==> src/rtl/context_sequencer.sv <==
// Context sequencer: streams context words into a control unit's memory, fires the
// entry load, then runs the unit until a halt PC match or a cycle-count watchdog.
module context_sequencer #(
    parameter int ADDR_W = 8,
    parameter int CYC_W  = 16
) (
    input  logic              CLK_I,
    input  logic              RST_N_I,
    input  logic              START_I,
    input  logic [ADDR_W:0]   LEN_I,
    input  logic [ADDR_W-1:0] ENTRY_I,
    input  logic [ADDR_W-1:0] HALT_I,
    input  logic              ABORT_I,
    input  logic              WVALID_I,
    input  logic [ADDR_W+1:0] WDATA_I,
    output logic              WREADY_O,
    input  logic [ADDR_W-1:0] PC_I,
    output logic              CU_WR_EN_O,
    output logic [ADDR_W-1:0] CU_ADDR_O,
    output logic [ADDR_W+1:0] CU_DATA_O,
    output logic              CU_LOAD_EN_O,
    output logic              CU_EN_O,
    output logic              BUSY_O,
    output logic              DONE_O,
    output logic [CYC_W-1:0]  CYCLES_O
);

    typedef enum logic [2:0] {
        S_IDLE  = 3'd0,
        S_LOAD  = 3'd1,
        S_ENTRY = 3'd2,
        S_RUN   = 3'd3,
        S_DONE  = 3'd4
    } state_t;

    state_t            r_state;
    state_t            w_next;
    logic [ADDR_W:0]   r_len;
    logic [ADDR_W:0]   r_wcnt;
    logic [ADDR_W-1:0] r_entry;
    logic [ADDR_W-1:0] r_halt;
    logic [CYC_W-1:0]  r_cycles;

    logic              w_start;
    logic              w_xfer;
    logic              w_last_word;
    logic              w_halt_hit;
    logic              w_wdog;
    logic [CYC_W-1:0]  w_cyc_inc;

    assign w_start     = START_I && ((r_state == S_IDLE) || (r_state == S_DONE));
    assign w_xfer      = (r_state == S_LOAD) && WVALID_I;
    // Counter is one bit wider than the address so a full 2^ADDR_W load terminates cleanly.
    assign w_last_word = w_xfer && ((r_wcnt + (ADDR_W+1)'(1)) == r_len);
    assign w_halt_hit  = (PC_I == r_halt);
    assign w_cyc_inc   = (&r_cycles) ? r_cycles : (r_cycles + CYC_W'(1));
    assign w_wdog      = &w_cyc_inc;

    // State register.
    always_ff @(posedge CLK_I or negedge RST_N_I) begin
        if (!RST_N_I) begin
            r_state <= S_IDLE;
        end else begin
            r_state <= w_next;
        end
    end

    // Next-state selection; abort outranks every other exit.
    always_comb begin
        w_next = r_state;
        case (r_state)
            S_IDLE, S_DONE: begin
                if (START_I) begin
                    w_next = (LEN_I != {(ADDR_W+1){1'b0}}) ? S_LOAD : S_ENTRY;
                end else begin
                    w_next = r_state;
                end
            end
            S_LOAD: begin
                if (ABORT_I)          w_next = S_IDLE;
                else if (w_last_word) w_next = S_ENTRY;
                else                  w_next = S_LOAD;
            end
            S_ENTRY: begin
                if (ABORT_I) w_next = S_IDLE;
                else         w_next = S_RUN;
            end
            S_RUN: begin
                if (ABORT_I)                  w_next = S_IDLE;
                else if (w_halt_hit || w_wdog) w_next = S_DONE;
                else                          w_next = S_RUN;
            end
            default: w_next = S_IDLE;
        endcase
    end

    // Job parameters, word counter and run-cycle counter.
    always_ff @(posedge CLK_I or negedge RST_N_I) begin
        if (!RST_N_I) begin
            r_len    <= {(ADDR_W+1){1'b0}};
            r_wcnt   <= {(ADDR_W+1){1'b0}};
            r_entry  <= {ADDR_W{1'b0}};
            r_halt   <= {ADDR_W{1'b0}};
            r_cycles <= {CYC_W{1'b0}};
        end else if (w_start) begin
            r_len    <= LEN_I;
            r_wcnt   <= {(ADDR_W+1){1'b0}};
            r_entry  <= ENTRY_I;
            r_halt   <= HALT_I;
            r_cycles <= {CYC_W{1'b0}};
        end else if (w_xfer && !ABORT_I) begin
            r_wcnt   <= r_wcnt + (ADDR_W+1)'(1);
        end else if ((r_state == S_RUN) && !ABORT_I) begin
            r_cycles <= w_cyc_inc;
        end else begin
            r_wcnt   <= r_wcnt;
        end
    end

    // Output decode from the registered state; write strobe follows the live handshake.
    always_comb begin
        WREADY_O     = 1'b0;
        CU_WR_EN_O   = 1'b0;
        CU_ADDR_O    = {ADDR_W{1'b0}};
        CU_DATA_O    = {(ADDR_W+2){1'b0}};
        CU_LOAD_EN_O = 1'b0;
        CU_EN_O      = 1'b0;
        BUSY_O       = 1'b0;
        DONE_O       = 1'b0;
        CYCLES_O     = r_cycles;
        case (r_state)
            S_LOAD: begin
                WREADY_O   = 1'b1;
                CU_WR_EN_O = WVALID_I;
                CU_ADDR_O  = r_wcnt[ADDR_W-1:0];
                CU_DATA_O  = WDATA_I;
                BUSY_O     = 1'b1;
            end
            S_ENTRY: begin
                CU_LOAD_EN_O = 1'b1;
                CU_EN_O      = 1'b1;
                CU_ADDR_O    = r_entry;
                BUSY_O       = 1'b1;
            end
            S_RUN: begin
                CU_EN_O = 1'b1;
                BUSY_O  = 1'b1;
            end
            S_DONE: begin
                DONE_O = 1'b1;
            end
            default: begin
                DONE_O = 1'b0;
            end
        endcase
    end

endmodule

==> config.mk <==
export PLATFORM = sky130hd
export DESIGN_NAME = context_sequencer
export DESIGN_NICKNAME = d
export VERILOG_FILES = /design/src/rtl/context_sequencer.sv
export SDC_FILE = /design/constraint.sdc
export NUM_CORES = 1
export LEC_CHECK = 0
export CAP_MARGIN = 20
export CORE_ASPECT_RATIO = 0.75
export CORE_MARGIN = 2
export CORE_UTILIZATION = 53
export CTS_CLUSTER_DIAMETER = 30
export DETAILED_ROUTE_END_ITERATION = 12
export HOLD_SLACK_MARGIN = 0.06
export PLACE_DENSITY = 0.86
export SYNTH_ARGS = -nofsm -noshare
export SYNTH_HDL_FRONTEND = slang
export SYNTH_SLANG_ARGS = --single-unit
==> constraint.sdc <==
create_clock -name CLK_I -period 4.5 [get_ports CLK_I]
set_input_delay 0.9 -clock CLK_I [delete_from_list [all_inputs] [get_ports CLK_I]]
set_output_delay 0.9 -clock CLK_I [all_outputs]
set_load 0.02 [all_outputs]
==> flow_summary.yaml, run 1 <==
drt:
  dr.pass1.iters: 5
  drt-initial-drc-count: 244
  wl_mm: 9.77
  drt-vias-per-instance: 5.99
  drtAntennaViolNets: 0
  wl_per_cell_um: 17.7
  drc: 0
  via_count: 3312
cells_and_area:
  syn2layout_area_growth_pct: 30.7
  final_nets: 525
  num_antenna_cells: 0
  layout-drive-gt1-share_pct: 5.68
  layout.cells.non_filler: 553
outcome:
  status: "finished, final reports clean"
clocking:
  cts-resized-gates: 0
  clkTransAtPathRegs_ps: 100
  cts.htree.levels: 2
  cts_setup_buffers: 0
  cts_tree: "yes"
  cts_root_buf: "clkbuf_8"
  numCtsBuffers: 5
  clock_latency_ps: 310
  cts_sinks: 53
  clockBufferDepth: 2
  ctsHoldBuffers: 0
yosys:
  synth.most_common_cell: "nand2_1"
  synth_top_area_share_pct: 40.4
  synth_commonest_cells: "nand2_1 (102), dfrtp_1 (53), nor2_1 (26)"
  async_reset_ff_share_pct: 100
  yosysTopAreaCell: "dfrtp_1"
  syn-cell-area_mm2: 0.00328
  syn_inst: 401
  ys_ff_latch: 53
  ys_seq_area_share_pct: 40.4
  syn-num-nets: 451
  synth_area_leaders: "dfrtp_1 (40%), nand2_1 (12%), o21ai_0 (3.8%)"
  synth_flop_cell: "dfrtp_1"
  avgSynthCellArea_um2: 8.18
  synth.distinct_cells: 62
  yosys_warnings: 0
  synth-edff-count: 0
grt:
  grt_max_degree: 48
  grt_overflow: 0
  grt_pass1_vias: 3211
  antenna_found_initial: 0
  grt_usage_pct: 30.1
  grt_first_pass_wirelength_mm: 15.9
placement:
  port_buffers: 87
  dp_hpwl_mm: 7.37
  place.gp.congestion: 0.965
  dpl_worst_slack_ps: 1410
  dpl.cell_count: 545
timing:
  finalCriticalPeriod_ps: 3240
  worst_slew_pin_slew_ps: 703
  fmax_mhz: 309
  period_share_pct: 72.0
  rsz0062_at_grt: "no"
  totalNegativeSetupSlack_ps: 0
  skew_ps: 8.93
  hold_viol: 0
  setup_ws_ps: 1260
  setup_viol: 0
  slew_viol_final: 0
  slew_headroom_pct: 52.7
  timing.hold.ws_ps: 409
critical_path:
  crit_required_ps: 3600
  worstSetupStartpointType: "register"
  endpoint_kind: "output port"
  r2r_start: "CYCLES_O[0]$_DFFE_PN0P_"
  rr_endpoint: "r_state[0]$_DFFE_PN0P_"
  r2r_slack_ps: 1700
  arrival_ps: 2340
  worst-path-max-fanout: 9
  path_class: "reg -> out"
  r2r_cells: 7
run:
  drv_cap: 0
pwr:
  ir_drop_mv: 0.151
  leakage_uw: 0.00180
  power.total_uw: 1200
  power_density_mw_per_mm2: 281
worst_hold_path:
  min_path_type: "in -> async"
floorplanning:
  io_pins: 88
  start_util_pct: 55.7
  die_area_mm2: 0.00684
  die-height_um: 72.1
  die_w_um: 94.8
  std_cell_rows: 24
  core_area_mm2: 0.00589
how the worst max path moves through the flow:
stage | start | cells past startpoint | end | slack [ps]
floorplan | CYCLES_O[0]$_DFFE_PN0P_ | 8 | r_state[0]$_DFFE_PN0P_ | 1910
global placement | WVALID_I | 3 | CU_WR_EN_O | 1470
detailed placement | r_state[2]$_DFFE_PN0P_ | 3 | CU_DATA_O[2] | 1410
CTS | r_state[2]$_DFFE_PN0P_ | 3 | CU_ADDR_O[2] | 1030
global route | r_state[2]$_DFFE_PN0P_ | 4 | CU_ADDR_O[2] | 1160
finish | r_state[2]$_DFFE_PN0P_ | 4 | CU_ADDR_O[2] | 1260
power by group:
group          switching [uW]  total, uW  internal (uW)  leakage [uW]
Clock                     156        278            122     0.0000433
Sequential               54.1        593            539      0.000696
Combinational             172        332            160       0.00106
Total                     382       1200            821       0.00180
registers in the layout, summed over array words and instances (netlist names):
name	flops
CYCLES_O	16
r_state	3
r_entry	8
r_halt	8
r_wcnt	9
r_len	9
stage by stage:
step / cell area, um2 / util [%]
after floorplan: 3280 / -
after global placement: 4160 / 70.6
after detailed placement: 4190 / 71.1
after CTS: 4280 / 72.6
after global routing: 4290 / 72.8
final: 4290 / 72.8
kinds of logic (layout without fill, tap and decap cells):
family          Yosys count  after routing  synth area share (%)
fa+ha+maj                 2              2                 0.763
buf+inv                  30            104                  3.93
flops                    53             53                  40.4
simple gates            216            216                  32.7
mux                       4              4                  1.37
compound gates           79             79                  16.3
xor+xnor                 17             17                  4.54
layer usage:
layer | global-route usage, % | vias to the layer above | part of all wire, %
met5 | 0 | - | 0
met4 | 8.05 | 0 | 1.2
met3 | 6.33 | 11 | 9.6
met2 | 45.9 | 190 | 45
met1 | 43.7 | 1547 | 44
li1 | - | 1564 | -
area by class of cell:
| cell class | instances | area, um2 |
|---|---|---|
| Inverter | 6 | 22.5 |
| Clock buffer | 6 | 82.6 |
| Timing Repair Buffer | 91 | 920 |
| Sequential cell | 53 | 1330 |
| Clock inverter | 1 | 7.51 |
| Fill cell | 471 | 1600 |
| Multi-Input combinational cell | 318 | 1830 |
| Tap cell | 78 | 97.6 |
cell usage in the layout, fill, tap and decap left out, drive strengths merged, types with 4 or more instances in the layout:
cell           instances
o21ai                 27
clkdlybuf4s50         86
xnor2                 13
a31oi                  5
nand4                 12
clkbuf                 6
buf                    5
a22o                   9
o31ai                  5
nand3                 16
nand2                102
nor3                  13
xor2                   4
inv                    6
a21oi                  7
dfrtp                 53
nor2                  26
and3                   5
and2                  15
nor4                   8
worst max-delay path, stage by stage, from the launching register on:
cell	delay, ps
dfrtp_1	430
nand2b_1	200
nor2_1	500
a22o_1	250
clkdlybuf4s50_1	650
No activity file was read; power rests on OpenSTA's default activity.
==> inputs of run 2 (changes only) <==
--- a/config.mk
+++ b/config.mk
@@ -8,11 +8,11 @@
 export CAP_MARGIN = 20
 export CORE_ASPECT_RATIO = 0.75
 export CORE_MARGIN = 2
-export CORE_UTILIZATION = 53
+export CORE_UTILIZATION = 49
 export CTS_CLUSTER_DIAMETER = 30
 export DETAILED_ROUTE_END_ITERATION = 12
 export HOLD_SLACK_MARGIN = 0.06
-export PLACE_DENSITY = 0.86
+export PLACE_DENSITY = 0.81
 export SYNTH_ARGS = -nofsm -noshare
 export SYNTH_HDL_FRONTEND = slang
 export SYNTH_SLANG_ARGS = --single-unit
==> constraint.sdc (replaced) <==
create_clock -name CLK_I -period 3.2 [get_ports CLK_I]
set_input_delay 0.64 -clock CLK_I [delete_from_list [all_inputs] [get_ports CLK_I]]
set_output_delay 0.64 -clock CLK_I [all_outputs]
set_load 0.02 [all_outputs]
==> run 2 against run 1 <==
  * Register-to-register slack got worse by 1200 ps
  * Sequential power grew 40%
  * Power grew 52%
  * First-iteration DRC count increased by 32%
==> flow_summary.yaml, run 2 (synthesis results as in run 1) <==
timing:
  fmax_mhz: 349
  slew_viol_final: 0
  hold_viol: 0
  finalCriticalPeriod_ps: 2870
  setup_viol: 0
  setup_ws_ps: 335
  rsz0062_at_grt: "no"
  totalNegativeSetupSlack_ps: 0
  skew_ps: 16.7
  period_share_pct: 89.5
  worst_slew_pin_slew_ps: 579
  slew_headroom_pct: 61.2
pwr:
  power.total_uw: 1830
  power_density_mw_per_mm2: 423
  p_int_uw: 1290
  clockPowerShare_pct: 29.9
  leakage_uw: 0.00183
  p_sw_uw: 545
  swShare_pct: 29.7
  ir_drop_mv: 0.294
  p_seq_share_pct: 45.3
  p_comb_share_pct: 24.8
critical_path:
  arrival_ps: 2230
  crit_required_ps: 2560
  crit_chain: "nand2b_1 -> nor2_1 -> a22o_1 -> clkdlybuf4s50_1"
  crit_family: "simple AND/OR/NAND/NOR gates"
  path_class: "reg -> out"
  critical_path.slowest_cell: "clkdlybuf4s50_1"
  worstSetupStartpointType: "register"
  max_stage_delay_ps: 610
  endpoint_kind: "output port"
  worst-path-max-fanout: 9
  critPathBufInv: 1
cells_and_area:
  final_cell_mix: "nand2_1 (102), clkdlybuf4s50_1 (86), dfrtp_1 (53), nor2_1 (26), o21ai_0 (25)"
  stdcell_area_mm2: 0.00434
  fillers: 561
  syn2layout_area_growth_pct: 32.2
  final_nets: 528
  num_antenna_cells: 0
  layout-drive-gt1-share_pct: 6.47
  final_common_cell: "nand2_1"
  largest_reg_flops: 16
drt:
  wl_per_cell_um: 16.9
  wl_mm: 9.49
  drt-vias-per-instance: 5.89
  drt-initial-drc-count: 321
  via_count: 3301
  drc: 0
  drtAntennaViolNets: 0
  dr.pass1.iters: 5
clocking:
  clockBufferDepth: 2
  numCtsBuffers: 5
  clock_latency_ps: 310
  ctsHoldBuffers: 0
  cts-resized-gates: 0
  cts.htree.levels: 2
  cts_tree: "yes"
  clkTransAtPathRegs_ps: 100
  cts_sinks: 53
  cts_setup_buffers: 0
  cts_root_buf: "clkbuf_8"
floorplanning:
  start_util_pct: 51.4
  core_area_mm2: 0.00638
  std_cell_rows: 25
  io_pins: 88
  die_w_um: 98.5
  die_area_mm2: 0.00737
  die-height_um: 74.9
outcome:
  status: "finished, final reports clean"
run:
  drv_cap: 0
grt:
  grt_overflow: 0
  grt_first_pass_wirelength_mm: 15.5
  antenna_found_initial: 0
  grt_usage_pct: 26.5
  grt_pass1_vias: 3126
  grt_max_degree: 43
placement:
  placed_cell_area_mm2: 0.00420
  port_buffers: 87
  place.gp.congestion: 1.01
  dp_hpwl_mm: 7.13
  dpl_worst_slack_ps: 393
worst_hold_path:
  min_path_type: "in -> async"
run 2: changes by cell type in the layout (fill, tap and decap cells not counted):
cell | previous run | this run
inv_6 | 0 | 1
bufinv_16 | 0 | 2
buf_6 | 1 | 0
buf_4 | 2 | 7
buf_16 | 1 | 0
clkbuf_8 | 6 | 5
clkinvlp_4 | 1 | 0
run 2: cell type report:
cell class	instances	area [um2]	area share, %
clock buffer	5	68.8	1.59
clock inverter	3	68.8	1.59
inverter	6	22.5	0.519
multi-input combinational	318	1830	42.2
sequential	53	1330	30.6
tap	81	101	2.34
timing repair buffer	94	918	21.2
run 2: through the flow:
step	hold slack [ps]	utilization (%)	instances
floorplan	344	-	401
global placement	460	65.8	552
detailed placement	466	65.8	552
CTS	212	68.0	560
global route	220	68.0	560
finish	222	68.0	560
run 2: power groups by stage:
stage	clock network, uW	logic, uW	registers, uW
after floorplan	0	273	822
after global placement	0	443	836
after detailed placement	0	453	842
after CTS	557	458	830
after global routing	586	508	842
final	548	455	831
run 2: path summary, 6_finish.rpt:
path | start | cells after the start | slack (ps) | end
hold reg to reg | r_entry[7]$_DFFE_PN0P_ | 2 | 490 | r_entry[7]$_DFFE_PN0P_
setup reg to reg | CYCLES_O[0]$_DFFE_PN0P_ | 7 | 470 | r_state[0]$_DFFE_PN0P_
setup / recovery | r_state[2]$_DFFE_PN0P_ | 4 | 330 | CU_ADDR_O[6]
hold / removal | RST_N_I | 1 | 220 | CYCLES_O[0]$_DFFE_PN0P_
max in group asynchronous | RST_N_I | 2 | 2130 | r_len[2]$_DFFE_PN0P_
min in group CLK_I | r_entry[7]$_DFFE_PN0P_ | 2 | 490 | r_entry[7]$_DFFE_PN0P_
run 2: per-layer routing:
metal	up-vias	GRT usage (%)	wire length [um]
met1	1533	39.0	4390
met2	177	38.9	3990
li1	1576	-	-
met5	-	0	0
met4	0	6.09	114
met3	15	8.17	999
==> inputs of run 3 (changes only) <==
==> constraint.sdc (replaced) <==
create_clock -name CLK_I -period 2.7 [get_ports CLK_I]
set_input_delay 0.81 -clock CLK_I [delete_from_list [all_inputs] [get_ports CLK_I]]
set_output_delay 0.81 -clock CLK_I [all_outputs]
set_load 0.02 [all_outputs]
==> run 3 against run 2 <==
  * Utilization rose by 2.7 points
  * Via count increased by 4.4%
  * Worst hold slack better by 160 ps
  * Design area increased by 4.0%
  * Clock power up 4.9%
  * Die area unchanged
  * Combinational power grew 21%
  * Non-clock buffer count increased by 26
  * First-iteration DRC count is 17% lower
  * Sequential cell count unchanged
  * Largest cell class unchanged
  * Largest power group unchanged
==> flow_summary.yaml, run 3 (synthesis results as in run 1) <==
timing:
  skew_ps: 9.56
  rsz0062_at_grt: "no"
  fmax_mhz: 383
  slew_viol_final: 0
  finalCriticalPeriod_ps: 2610
  totalNegativeSetupSlack_ps: 0
  slew_headroom_pct: 69.9
  worst_slew_pin_slew_ps: 447
  period_share_pct: 96.8
  hold_viol: 0
  setup_viol: 0
clocking:
  numCtsBuffers: 5
  cts_root_buf: "clkbuf_8"
  cts_tree: "yes"
  clkTransAtPathRegs_ps: 100
  cts_sinks: 53
  clock_latency_ps: 320
  cts_setup_buffers: 0
  cts.htree.levels: 2
  clockBufferDepth: 2
placement:
  port_buffers: 87
  dp_hpwl_mm: 7.73
  place.gp.congestion: 1.06
drt:
  drtAntennaViolNets: 0
  via_count: 3445
  drc: 0
  wl_mm: 10.0
  drt-vias-per-instance: 5.88
  dr.pass1.iters: 5
  drt-initial-drc-count: 266
  wl_per_cell_um: 17.1
critical_path:
  critical_path.slowest_cell: "clkdlybuf4s50_1"
  arrival_ps: 1800
  worstSetupStartpointType: "register"
  crit_chain: "nor3b_2 -> buf_12 -> clkdlybuf4s50_1"
  path_class: "reg -> out"
  max_stage_delay_ps: 610
  worst-path-max-fanout: 23
  endpoint_kind: "output port"
  crit_required_ps: 1890
  crit_family: "buffers and inverters"
  critPathBufInv: 2
pwr:
  swShare_pct: 30.7
  p_int_uw: 1460
  ir_drop_mv: 0.322
  p_comb_share_pct: 26.1
  p_seq_share_pct: 46.6
  power_density_mw_per_mm2: 468
  p_sw_uw: 647
  leakage_uw: 0.00208
  clockPowerShare_pct: 27.3
cells_and_area:
  num_antenna_cells: 0
  final_util_pct: 70.7
  final_cell_mix: "nand2_1 (102), clkdlybuf4s50_1 (66), dfrtp_1 (53), buf_4 (32), nor2_1 (26)"
  final_nets: 554
  layout-drive-gt1-share_pct: 11.1
  syn2layout_area_growth_pct: 37.5
  largest_reg_flops: 16
  final_common_cell: "nand2_1"
  fillers: 534
floorplanning:
  io_pins: 88
  core_area_mm2: 0.00638
  start_util_pct: 51.4
  die_area_mm2: 0.00737
  die_w_um: 98.5
  die-height_um: 74.9
  std_cell_rows: 25
grt:
  grt_max_degree: 25
  grt_usage_pct: 27.2
  grt_pass1_vias: 3190
  grt_first_pass_wirelength_mm: 16.0
  grt_overflow: 0
  antenna_found_initial: 0
worst_hold_path:
  min_path_type: "in -> async"
outcome:
  status: "finished, final reports clean"
run:
  drv_cap: 0
run 3: cell count changes in the layout (fill, tap and decap cells not counted):
cell             before  now
buf_12                0    1
buf_4                 7   32
bufinv_16             2    1
clkbuf_1              0    1
clkbuf_8              5    6
clkdlybuf4s50_1      86   66
dlygate4sd2_1         0   17
dlymetal6s2s_1        0    3
inv_6                 1    0
run 3: per-stage QoR:
stage | cell area (um2) | hold WS (ps) | std cells | power (uW) | setup slack (ps)
3_3_place_gp | 4410 | 459 | 578 | 1540 | -125
5_1_grt | 4510 | 401 | 586 | 2220 | 6.93
3_5_place_dp | 4410 | 463 | 578 | 1570 | -150
4_1_cts | 4500 | 387 | 586 | 2120 | -58.0
2_1_floorplan | 3280 | 447 | 401 | 1300 | 108
6_report | 4510 | 382 | 586 | 2110 | 86.1
run 3: worst paths after layout:
kind                       depth (start not counted)                     from  slack (ps)                       to
setup / recovery                                   3   r_state[0]$_DFFE_PN0P_          90                 WREADY_O
setup reg to reg                                   7  CYCLES_O[1]$_DFFE_PN0P_         210   r_state[1]$_DFFE_PN0P_
max in group asynchronous                          2                  RST_N_I        1690     r_len[0]$_DFFE_PN0P_
hold / removal                                     1                  RST_N_I         380  CYCLES_O[7]$_DFFE_PN0P_
hold reg to reg                                    2   r_entry[3]$_DFFE_PN0P_         480   r_entry[3]$_DFFE_PN0P_
min in group CLK_I                                 2   r_entry[3]$_DFFE_PN0P_         480   r_entry[3]$_DFFE_PN0P_
run 3: power groups by stage:
| stage | clock [uW] | sequential [uW] | combinational [uW] |
|---|---|---|---|
| 3_3_place_gp | 0 | 990 | 551 |
| 5_1_grt | 608 | 1000 | 608 |
| 6_report | 575 | 984 | 551 |
| 3_5_place_dp | 0 | 996 | 569 |
| 2_1_floorplan | 0 | 974 | 323 |
| 4_1_cts | 581 | 984 | 554 |
run 3: layer usage:
layer	vias to the layer above	global-route usage, %	wire length, um
met5	-	0	0
met4	0	4.57	97
met3	14	6.50	1050
met2	179	41.0	4290
met1	1631	41.0	4560
li1	1621	-	-
run 3: final cells by class:
class / instances / area [um2] / area share [%]
clock buffers: 7 / 86.3 / 1.91
repair buffers: 120 / 1110 / 24.7
clock inverters: 1 / 30.0 / 0.666
flip-flops and latches: 53 / 1330 / 29.4
multi-input cells: 318 / 1830 / 40.6
well taps: 81 / 101 / 2.25
inverters: 6 / 22.5 / 0.499
run 3: timing repair:
item | CTS | global route
endpoints found under the setup margin | 19 | 3
gates cloned | 0 | 0
gates resized for setup | 17 | 3
hold buffers | 0 | 0
